===== src/rtl/machine_run_controller.sv =====
// Run/step/halt/dump sequencer for the single-cycle MIPS core.
// Optional breakpoint support is compiled in with RUN_CTRL_BREAKPOINT_EN.
module machine_run_controller #(
  parameter int CNT_W  = 32,
  parameter int NREGS  = 32,
  parameter int DATA_W = 64
) (
  input  logic              clock,
  input  logic              reset,
  input  logic              cmd_valid,
  output logic              cmd_ready,
  input  logic [2:0]        cmd_op,
  input  logic [CNT_W-1:0]  cmd_arg,
  output logic              core_en,
  input  logic              core_except,
  input  logic [DATA_W-1:0] core_pc,
  output logic [4:0]        reg_sel,
  input  logic [DATA_W-1:0] reg_data,
  output logic              dump_valid,
  input  logic              dump_ready,
  output logic [4:0]        dump_idx,
  output logic [DATA_W-1:0] dump_data,
  output logic              dump_last,
  output logic              halted,
  output logic [1:0]        halt_cause,
  output logic [CNT_W-1:0]  cycle_count,
`ifdef RUN_CTRL_BREAKPOINT_EN
  input  logic              bp_en,
  input  logic [DATA_W-1:0] bp_addr,
`endif
  output logic [2:0]        dbg_state
);

  // Handshakes: a command transfers on a rising edge with cmd_valid & cmd_ready;
  // a dump beat transfers with dump_valid & dump_ready, and dump_valid/idx/data
  // hold steady until that happens.

  localparam int IDX_W = 5;
  localparam logic [IDX_W-1:0] LAST_IDX = IDX_W'(NREGS - 1);

  localparam logic [2:0] OP_RUN   = 3'd1;
  localparam logic [2:0] OP_STEP  = 3'd2;
  localparam logic [2:0] OP_HALT  = 3'd3;
  localparam logic [2:0] OP_DUMP  = 3'd4;
  localparam logic [2:0] OP_CLEAR = 3'd5;

  localparam logic [1:0] CAUSE_NONE   = 2'd0;
  localparam logic [1:0] CAUSE_BUDGET = 2'd1;
  localparam logic [1:0] CAUSE_EXCEPT = 2'd2;
  localparam logic [1:0] CAUSE_HOST   = 2'd3;

  typedef enum logic [2:0] {
    S_IDLE   = 3'd0,
    S_RUN    = 3'd1,
    S_STEP   = 3'd2,
    S_HALTED = 3'd3,
    S_DUMP   = 3'd4
  } state_t;

  state_t              state_q, state_nxt;
  state_t              ret_q, ret_nxt;
  logic [CNT_W-1:0]    budget_q, budget_nxt;
  logic [1:0]          cause_q, cause_nxt;
  logic [IDX_W-1:0]    idx_q, idx_nxt;
  logic                dvalid_q, dvalid_nxt;
  logic [DATA_W-1:0]   data_q, data_nxt;
  logic [CNT_W-1:0]    cycle_q;
  logic                clr_cnt;
  logic                executing;
  logic                bp_hit;
  logic                en;
  logic                fire;

`ifdef RUN_CTRL_BREAKPOINT_EN
  // Set on RUN/STEP entry so the core can leave a PC that sits on the breakpoint.
  logic                skip_q, skip_nxt;
`else
  logic                unused_core_pc;
  assign unused_core_pc = ^core_pc;
`endif

  assign executing = (state_q == S_RUN) || (state_q == S_STEP);
`ifdef RUN_CTRL_BREAKPOINT_EN
  assign bp_hit = executing && bp_en && (core_pc == bp_addr) && !skip_q;
`else
  assign bp_hit = 1'b0;
`endif
  assign en        = executing && !bp_hit;
  assign cmd_ready = (state_q != S_DUMP);
  assign fire      = cmd_valid && cmd_ready;

  always_ff @(posedge clock or negedge reset) begin
    if (!reset) begin
      state_q  <= S_IDLE;
      ret_q    <= S_IDLE;
      budget_q <= '0;
      cause_q  <= CAUSE_NONE;
      idx_q    <= '0;
      dvalid_q <= 1'b0;
      data_q   <= '0;
`ifdef RUN_CTRL_BREAKPOINT_EN
      skip_q   <= 1'b0;
`endif
    end else begin
      state_q  <= state_nxt;
      ret_q    <= ret_nxt;
      budget_q <= budget_nxt;
      cause_q  <= cause_nxt;
      idx_q    <= idx_nxt;
      dvalid_q <= dvalid_nxt;
      data_q   <= data_nxt;
`ifdef RUN_CTRL_BREAKPOINT_EN
      skip_q   <= skip_nxt;
`endif
    end
  end

  always_comb begin
    state_nxt  = state_q;
    ret_nxt    = ret_q;
    budget_nxt = budget_q;
    cause_nxt  = cause_q;
    idx_nxt    = idx_q;
    dvalid_nxt = dvalid_q;
    data_nxt   = data_q;
    clr_cnt    = 1'b0;
`ifdef RUN_CTRL_BREAKPOINT_EN
    skip_nxt   = skip_q;
`endif
    case (state_q)
      S_IDLE, S_HALTED: begin
        if (fire) begin
          case (cmd_op)
            OP_RUN: begin
              state_nxt  = S_RUN;
              budget_nxt = cmd_arg;
              cause_nxt  = CAUSE_NONE;
`ifdef RUN_CTRL_BREAKPOINT_EN
              skip_nxt   = 1'b1;
`endif
            end
            OP_STEP: begin
              state_nxt  = S_STEP;
              budget_nxt = (cmd_arg == '0) ? CNT_W'(1) : cmd_arg;
              cause_nxt  = CAUSE_NONE;
`ifdef RUN_CTRL_BREAKPOINT_EN
              skip_nxt   = 1'b1;
`endif
            end
            OP_DUMP: begin
              state_nxt  = S_DUMP;
              ret_nxt    = state_q;
              idx_nxt    = '0;
              dvalid_nxt = 1'b0;
            end
            OP_CLEAR: begin
              state_nxt = S_IDLE;
              cause_nxt = CAUSE_NONE;
              clr_cnt   = 1'b1;
            end
            default: ;
          endcase
        end
      end
      S_RUN, S_STEP: begin
`ifdef RUN_CTRL_BREAKPOINT_EN
        skip_nxt = 1'b0;
`endif
        // Host HALT outranks a breakpoint, an exception and budget expiry.
        if (fire && cmd_op == OP_HALT) begin
          state_nxt = S_HALTED;
          cause_nxt = CAUSE_HOST;
        end else if (bp_hit) begin
          state_nxt = S_HALTED;
          cause_nxt = CAUSE_HOST;
        end else if (core_except) begin
          state_nxt = S_HALTED;
          cause_nxt = CAUSE_EXCEPT;
        end else if (budget_q != '0) begin
          budget_nxt = budget_q - CNT_W'(1);
          if (budget_q == CNT_W'(1)) begin
            state_nxt = S_HALTED;
            cause_nxt = CAUSE_BUDGET;
          end
        end
      end
      S_DUMP: begin
        // One fetch cycle per beat: capture reg_data, then hold until taken.
        if (!dvalid_q) begin
          data_nxt   = reg_data;
          dvalid_nxt = 1'b1;
        end else if (dump_ready) begin
          dvalid_nxt = 1'b0;
          if (idx_q == LAST_IDX) begin
            idx_nxt   = '0;
            state_nxt = ret_q;
          end else begin
            idx_nxt = idx_q + IDX_W'(1);
          end
        end
      end
      default: state_nxt = S_IDLE;
    endcase
  end

  always_ff @(posedge clock or negedge reset) begin
    if (!reset) begin
      cycle_q <= '0;
    end else if (clr_cnt) begin
      cycle_q <= '0;
    end else if (en && (cycle_q != '1)) begin
      cycle_q <= cycle_q + CNT_W'(1);
    end
  end

  assign core_en     = en;
  assign reg_sel     = idx_q;
  assign dump_idx    = idx_q;
  assign dump_valid  = dvalid_q;
  assign dump_data   = data_q;
  assign dump_last   = dvalid_q && (idx_q == LAST_IDX);
  assign halted      = (state_q == S_HALTED);
  assign halt_cause  = cause_q;
  assign cycle_count = cycle_q;
  assign dbg_state   = state_q;

endmodule


===== config.mk =====
export PLATFORM = sky130hd
export DESIGN_NAME = machine_run_controller
export DESIGN_NICKNAME = d
export VERILOG_FILES = /design/src/rtl/machine_run_controller.sv
export SDC_FILE = /design/constraint.sdc
export NUM_CORES = 1
export LEC_CHECK = 0
export BUFFER_PORTS_ARGS = -buffer_cell sky130_fd_sc_hd__buf_2
export CAP_MARGIN = 10
export CORE_UTILIZATION = 30
export DETAILED_ROUTE_END_ITERATION = 10
export GPL_ROUTABILITY_DRIVEN = 0
export GPL_TIMING_DRIVEN = 0
export RECOVER_POWER = 100
export SLEW_MARGIN = 15
export SYNTH_ARGS = -nofsm -noshare
export SYNTH_HDL_FRONTEND = slang
export SYNTH_SLANG_ARGS = --single-unit

===== constraint.sdc =====
create_clock -name clock -period 5.3 [get_ports clock]
set_clock_uncertainty 0.1 [all_clocks]
set_input_delay 0.265 -clock clock [delete_from_list [all_inputs] [get_ports clock]]
set_output_delay 0.265 -clock clock [all_outputs]
set_load 0.01 [all_outputs]

==> impl_metrics.xml <==
<?xml version="1.0" encoding="UTF-8"?>
<metrics>
  <group name="pwr">
    <metric name="clock_power_share" unit="">0.257</metric>
    <metric name="power_switching" unit="mW">1.86</metric>
    <metric name="vdd_ir_drop_max" unit="uV">235</metric>
    <metric name="power.share.switching" unit="">0.381</metric>
    <metric name="power.density" unit="nW/um^2">494</metric>
    <metric name="cell_internal_pwr" unit="mW">3.01</metric>
    <metric name="power.leakage" unit="nW">4.04</metric>
    <metric name="power.total" unit="mW">4.87</metric>
    <metric name="p_comb_frac" unit="">0.372</metric>
    <metric name="sequential_share_of_power" unit="">0.371</metric>
  </group>
  <group name="synth">
    <metric name="ys_types" unit="">72</metric>
    <metric name="synth_cells" unit="">688</metric>
    <metric name="post_synth_instance_area" unit="um^2">7240</metric>
    <metric name="synth_edf_count" unit="">0</metric>
    <metric name="ff_latch_count_synth" unit="">142</metric>
    <metric name="synth_ff_type" unit="">sky130_fd_sc_hd__dfrtp_1</metric>
    <metric name="synth_sequential_area_ratio" unit="">0.491</metric>
    <metric name="synthesis.nets" unit="">861</metric>
    <metric name="synth-async-reset-ratio" unit="">1.00</metric>
    <metric name="syn_area_per_cell" unit="um^2">10.5</metric>
    <metric name="yosysWarningCount" unit="">0</metric>
  </group>
  <group name="critical_path">
    <metric name="timing.reg2reg.setup_slack" unit="ns">1.65</metric>
    <metric name="timing.critical_path.to_type" unit="">output pin</metric>
    <metric name="critical_path_required" unit="ns">4.93</metric>
    <metric name="launch_point_of_the_critical_path" unit="">dbg_state[1]</metric>
    <metric name="timing.reg2reg.worst_path_depth" unit="">9</metric>
    <metric name="r2r-start" unit="">dbg_state[1]</metric>
    <metric name="worstReg2RegEnd" unit="">budget_q[27]</metric>
    <metric name="worstPathArrival" unit="ns">3.66</metric>
    <metric name="setup.worst_path.class" unit="">reg2out</metric>
    <metric name="worst_setup_path_start_kind" unit="">flip-flop</metric>
    <metric name="cp_max_fo" unit="">10</metric>
  </group>
  <group name="placed_design">
    <metric name="number_of_i_o_port_buffers" unit="">218</metric>
    <metric name="dpl.cell_count" unit="">1226</metric>
    <metric name="dp_hpwl" unit="mm">15.6</metric>
    <metric name="placed_area" unit="um^2">8770</metric>
  </group>
  <group name="die">
    <metric name="core" unit="um^2">23500</metric>
    <metric name="initial_core_util" unit="">0.307</metric>
    <metric name="die_h" unit="um">157</metric>
    <metric name="fp.dieW" unit="um">157</metric>
    <metric name="die_area" unit="um^2">24800</metric>
    <metric name="num_io_pins" unit="">284</metric>
    <metric name="floorplan.rows" unit="">56</metric>
  </group>
  <group name="global_routing">
    <metric name="grt_start_max_net_pins" unit="">101</metric>
    <metric name="first_global_vias" unit="">6497</metric>
    <metric name="grt_antenna_before_repair" unit="">0</metric>
    <metric name="grt_overflow_total" unit="">0</metric>
    <metric name="grt_util_all_layers" unit="">0.183</metric>
    <metric name="grt_first_pass_wirelength" unit="mm">34.9</metric>
  </group>
  <group name="sta">
    <metric name="worst_pin_slew" unit="ns">2.67</metric>
    <metric name="rsz_0062_raised_after_global_routing" unit="">no</metric>
    <metric name="timing.final.crit_share" unit="">0.760</metric>
    <metric name="setup_viol" unit="">0</metric>
    <metric name="hold_violations" unit="">0</metric>
    <metric name="max_clock_freq" unit="MHz">248</metric>
    <metric name="fin_tns_setup" unit="ns">0</metric>
    <metric name="finalHoldWorstSlack" unit="ns">0.0104</metric>
    <metric name="maxSlewViolCount" unit="">43</metric>
    <metric name="layout_min_cycle_time" unit="ns">4.03</metric>
    <metric name="maxSlewHeadroom" unit="">-0.780</metric>
  </group>
  <group name="cells_and_area">
    <metric name="sequential_cell_area" unit="um^2">3550</metric>
    <metric name="finalNonFillerCells" unit="">1326</metric>
    <metric name="antenna_cells_inserted" unit="">0</metric>
    <metric name="total_area_of_multi_input_combinational_cells" unit="um^2">3450</metric>
    <metric name="final.fill_count" unit="">2384</metric>
    <metric name="final_net_count" unit="">1167</metric>
    <metric name="design_area" unit="um^2">9870</metric>
    <metric name="drive_gt1_frac" unit="">0.231</metric>
    <metric name="synthToLayoutAreaGrowth" unit="%">36.4</metric>
  </group>
  <group name="drt">
    <metric name="post_detailed_route_wirelength_per_cell" unit="um">17.0</metric>
    <metric name="drtPass1Iterations" unit="">5</metric>
    <metric name="drt-total-wl" unit="mm">22.6</metric>
    <metric name="avgViaCountPerCell" unit="">5.12</metric>
    <metric name="detailedRoute.firstIterationViolations" unit="">362</metric>
    <metric name="drt.antenna.violating_nets" unit="">0</metric>
    <metric name="vias" unit="">6795</metric>
    <metric name="drc" unit="">0</metric>
  </group>
  <group name="cts">
    <metric name="cts_htree_levels" unit="">4</metric>
    <metric name="cts_tree" unit="">built</metric>
    <metric name="numClockSinks" unit="">142</metric>
    <metric name="clock_latency" unit="ns">0.43</metric>
    <metric name="cts.path.max_buffers" unit="">2</metric>
    <metric name="clock-root-buffer" unit="">sky130_fd_sc_hd__clkbuf_16</metric>
    <metric name="number_of_buffers_inserted_during_clock_tree_synthesis" unit="">17</metric>
    <metric name="post_cts_resized" unit="">0</metric>
    <metric name="clk_pin_slew" unit="ns">0.07</metric>
    <metric name="post-cts-setup-buffers" unit="">0</metric>
  </group>
  <group name="min_path">
    <metric name="holdPathStages" unit="">3</metric>
    <metric name="hold_path.class" unit="">in2reg</metric>
    <metric name="worst_hold_path.endpoint" unit="">budget_q[21]</metric>
    <metric name="worstHoldStart" unit="">cmd_arg[21]</metric>
  </group>
  <group name="status">
    <metric name="outcome" unit="">finished with violations</metric>
    <metric name="failed_checks" unit="">max-capacitance violations, max-slew violations</metric>
  </group>
  <group name="job">
    <metric name="drv_cap" unit="">1</metric>
  </group>
</metrics>
cell usage in the layout, fill, tap and decap left out, types with 10 or more instances in the layout:
master / count
sky130_fd_sc_hd__dfrtp_1: 142
sky130_fd_sc_hd__clkbuf_1: 137
sky130_fd_sc_hd__buf_2: 110
sky130_fd_sc_hd__dlygate4sd3_1: 68
sky130_fd_sc_hd__mux2_2: 65
sky130_fd_sc_hd__nor2_1: 59
sky130_fd_sc_hd__nand2_1: 47
sky130_fd_sc_hd__o21ai_0: 31
sky130_fd_sc_hd__a21oi_1: 26
sky130_fd_sc_hd__nor4_1: 24
sky130_fd_sc_hd__nand4_1: 23
sky130_fd_sc_hd__nand3_1: 21
sky130_fd_sc_hd__nor3_1: 20
sky130_fd_sc_hd__xor2_1: 18
sky130_fd_sc_hd__and3_1: 18
sky130_fd_sc_hd__or3_1: 17
sky130_fd_sc_hd__clkbuf_16: 17
sky130_fd_sc_hd__xnor2_1: 10
Yosys cell counts, types with 3 or more instances:
cell type                    n  share of area
sky130_fd_sc_hd__ha_1        5         0.0086
sky130_fd_sc_hd__nand3_1    21          0.015
sky130_fd_sc_hd__o21ai_1     5         0.0035
sky130_fd_sc_hd__buf_2       5         0.0035
sky130_fd_sc_hd__nor3_2      3         0.0041
sky130_fd_sc_hd__xor2_1     17          0.021
sky130_fd_sc_hd__and3_1     18          0.016
sky130_fd_sc_hd__nand2_1    47          0.024
sky130_fd_sc_hd__clkbuf_1   24          0.012
sky130_fd_sc_hd__xnor2_1    10          0.012
sky130_fd_sc_hd__mux2i_1     5         0.0069
sky130_fd_sc_hd__dfrtp_1   142           0.49
sky130_fd_sc_hd__o21ai_0    26          0.018
sky130_fd_sc_hd__nor4_1     24          0.021
sky130_fd_sc_hd__a311oi_1    8         0.0097
sky130_fd_sc_hd__o211ai_1    4         0.0041
sky130_fd_sc_hd__buf_4       6         0.0062
sky130_fd_sc_hd__a21oi_1    26          0.018
sky130_fd_sc_hd__nor3_1     19          0.013
sky130_fd_sc_hd__or3_1      17          0.015
sky130_fd_sc_hd__and4_1      9          0.011
sky130_fd_sc_hd__nand4_1    23          0.020
sky130_fd_sc_hd__a22oi_1     4         0.0041
sky130_fd_sc_hd__inv_1       5         0.0026
sky130_fd_sc_hd__a211oi_1    7         0.0073
sky130_fd_sc_hd__or4_1       7         0.0073
sky130_fd_sc_hd__nor2_1     59          0.031
sky130_fd_sc_hd__nor3b_1     3         0.0031
sky130_fd_sc_hd__and2_1      4         0.0035
sky130_fd_sc_hd__o22ai_1     9         0.0078
sky130_fd_sc_hd__mux2_2     66           0.10
sky130_fd_sc_hd__nor2b_1     3         0.0026
sky130_fd_sc_hd__nand2b_1    5         0.0043
power by group through the flow:
stage | registers (mW) | clock network (mW) | logic (mW)
after floorplan | 1.93 | 0 | 1.05
after global placement | 1.79 | 0 | 1.85
after detailed placement | 1.81 | 0 | 1.88
after CTS | 1.79 | 1.28 | 1.92
after global routing | 1.87 | 1.33 | 2.00
final | 1.81 | 1.25 | 1.81
per-layer routing:
| layer | vias to the layer above | GRT usage | part of all wire |
|---|---|---|---|
| met3 | 31 | 0.0380 | 0.050 |
| met5 | - | 0 | 0 |
| li1 | 3194 | - | - |
| met1 | 3342 | 0.234 | 0.43 |
| met4 | 0 | 0.0596 | 0.016 |
| met2 | 228 | 0.308 | 0.50 |
critical path: stages (launching register included):
cell,delay [ns]
sky130_fd_sc_hd__dfrtp_1,0.34
sky130_fd_sc_hd__clkbuf_1,0.33
sky130_fd_sc_hd__xor2_1,0.62
sky130_fd_sc_hd__nand2_1,0.34
sky130_fd_sc_hd__inv_1,0.30
sky130_fd_sc_hd__clkbuf_1,0.48
sky130_fd_sc_hd__clkbuf_1,0.60
sky130_fd_sc_hd__clkbuf_1,0.22
state kept, by name, indices dropped and copies added, names as in the netlist:
signal and flops:
dump_valid 1, cycle_count 32, halt_cause 2, ret_q 3, budget_q 32, dump_idx 5
dump_data 64, dbg_state 3
stage by stage:
stage,worst slack (ns),util
CTS,1.94,0.427
floorplan,2.91,-
global route,1.03,0.419
global placement,1.59,0.371
detailed placement,2.10,0.372
finish,1.27,0.419
final cells by class:
| type | instances | share of cell area |
|---|---|---|
| Buffer | 37 | 0.0180 |
| Clock buffer | 17 | 0.0431 |
| Clock inverter | 15 | 0.0174 |
| Inverter | 7 | 0.00266 |
| Multi-Input combinational cell | 502 | 0.350 |
| Sequential cell | 142 | 0.360 |
| Tap cell | 319 | 0.0404 |
| Timing Repair Buffer | 287 | 0.168 |
worst max path at each step:
stage / cells after the start / slack, ns / end
6_report: 7 / 1.27 / core_en
4_1_cts: 7 / 1.94 / core_en
2_1_floorplan: 7 / 2.91 / budget_q[27]
3_5_place_dp: 6 / 2.10 / dump_data[46]
3_3_place_gp: 1 / 1.59 / cycle_count[27]
5_1_grt: 7 / 1.03 / core_en
cell families after synthesis:
logic type,after synthesis,synth area share
and+or+nand+nor,276,0.212
adders and majority gates,5,0.00864
muxes,72,0.111
xor gates and xnor gates,28,0.0349
DFF,142,0.491
AOI/OAI and AO/OA,121,0.114
buffers and inverters,44,0.0289
timing repair:
item	in CTS	in global routing
endpoints found under the hold margin	109	0
endpoints found under the setup margin	0	0
hold buffers	68	0
No activity file was read; power rests on OpenSTA's default activity.
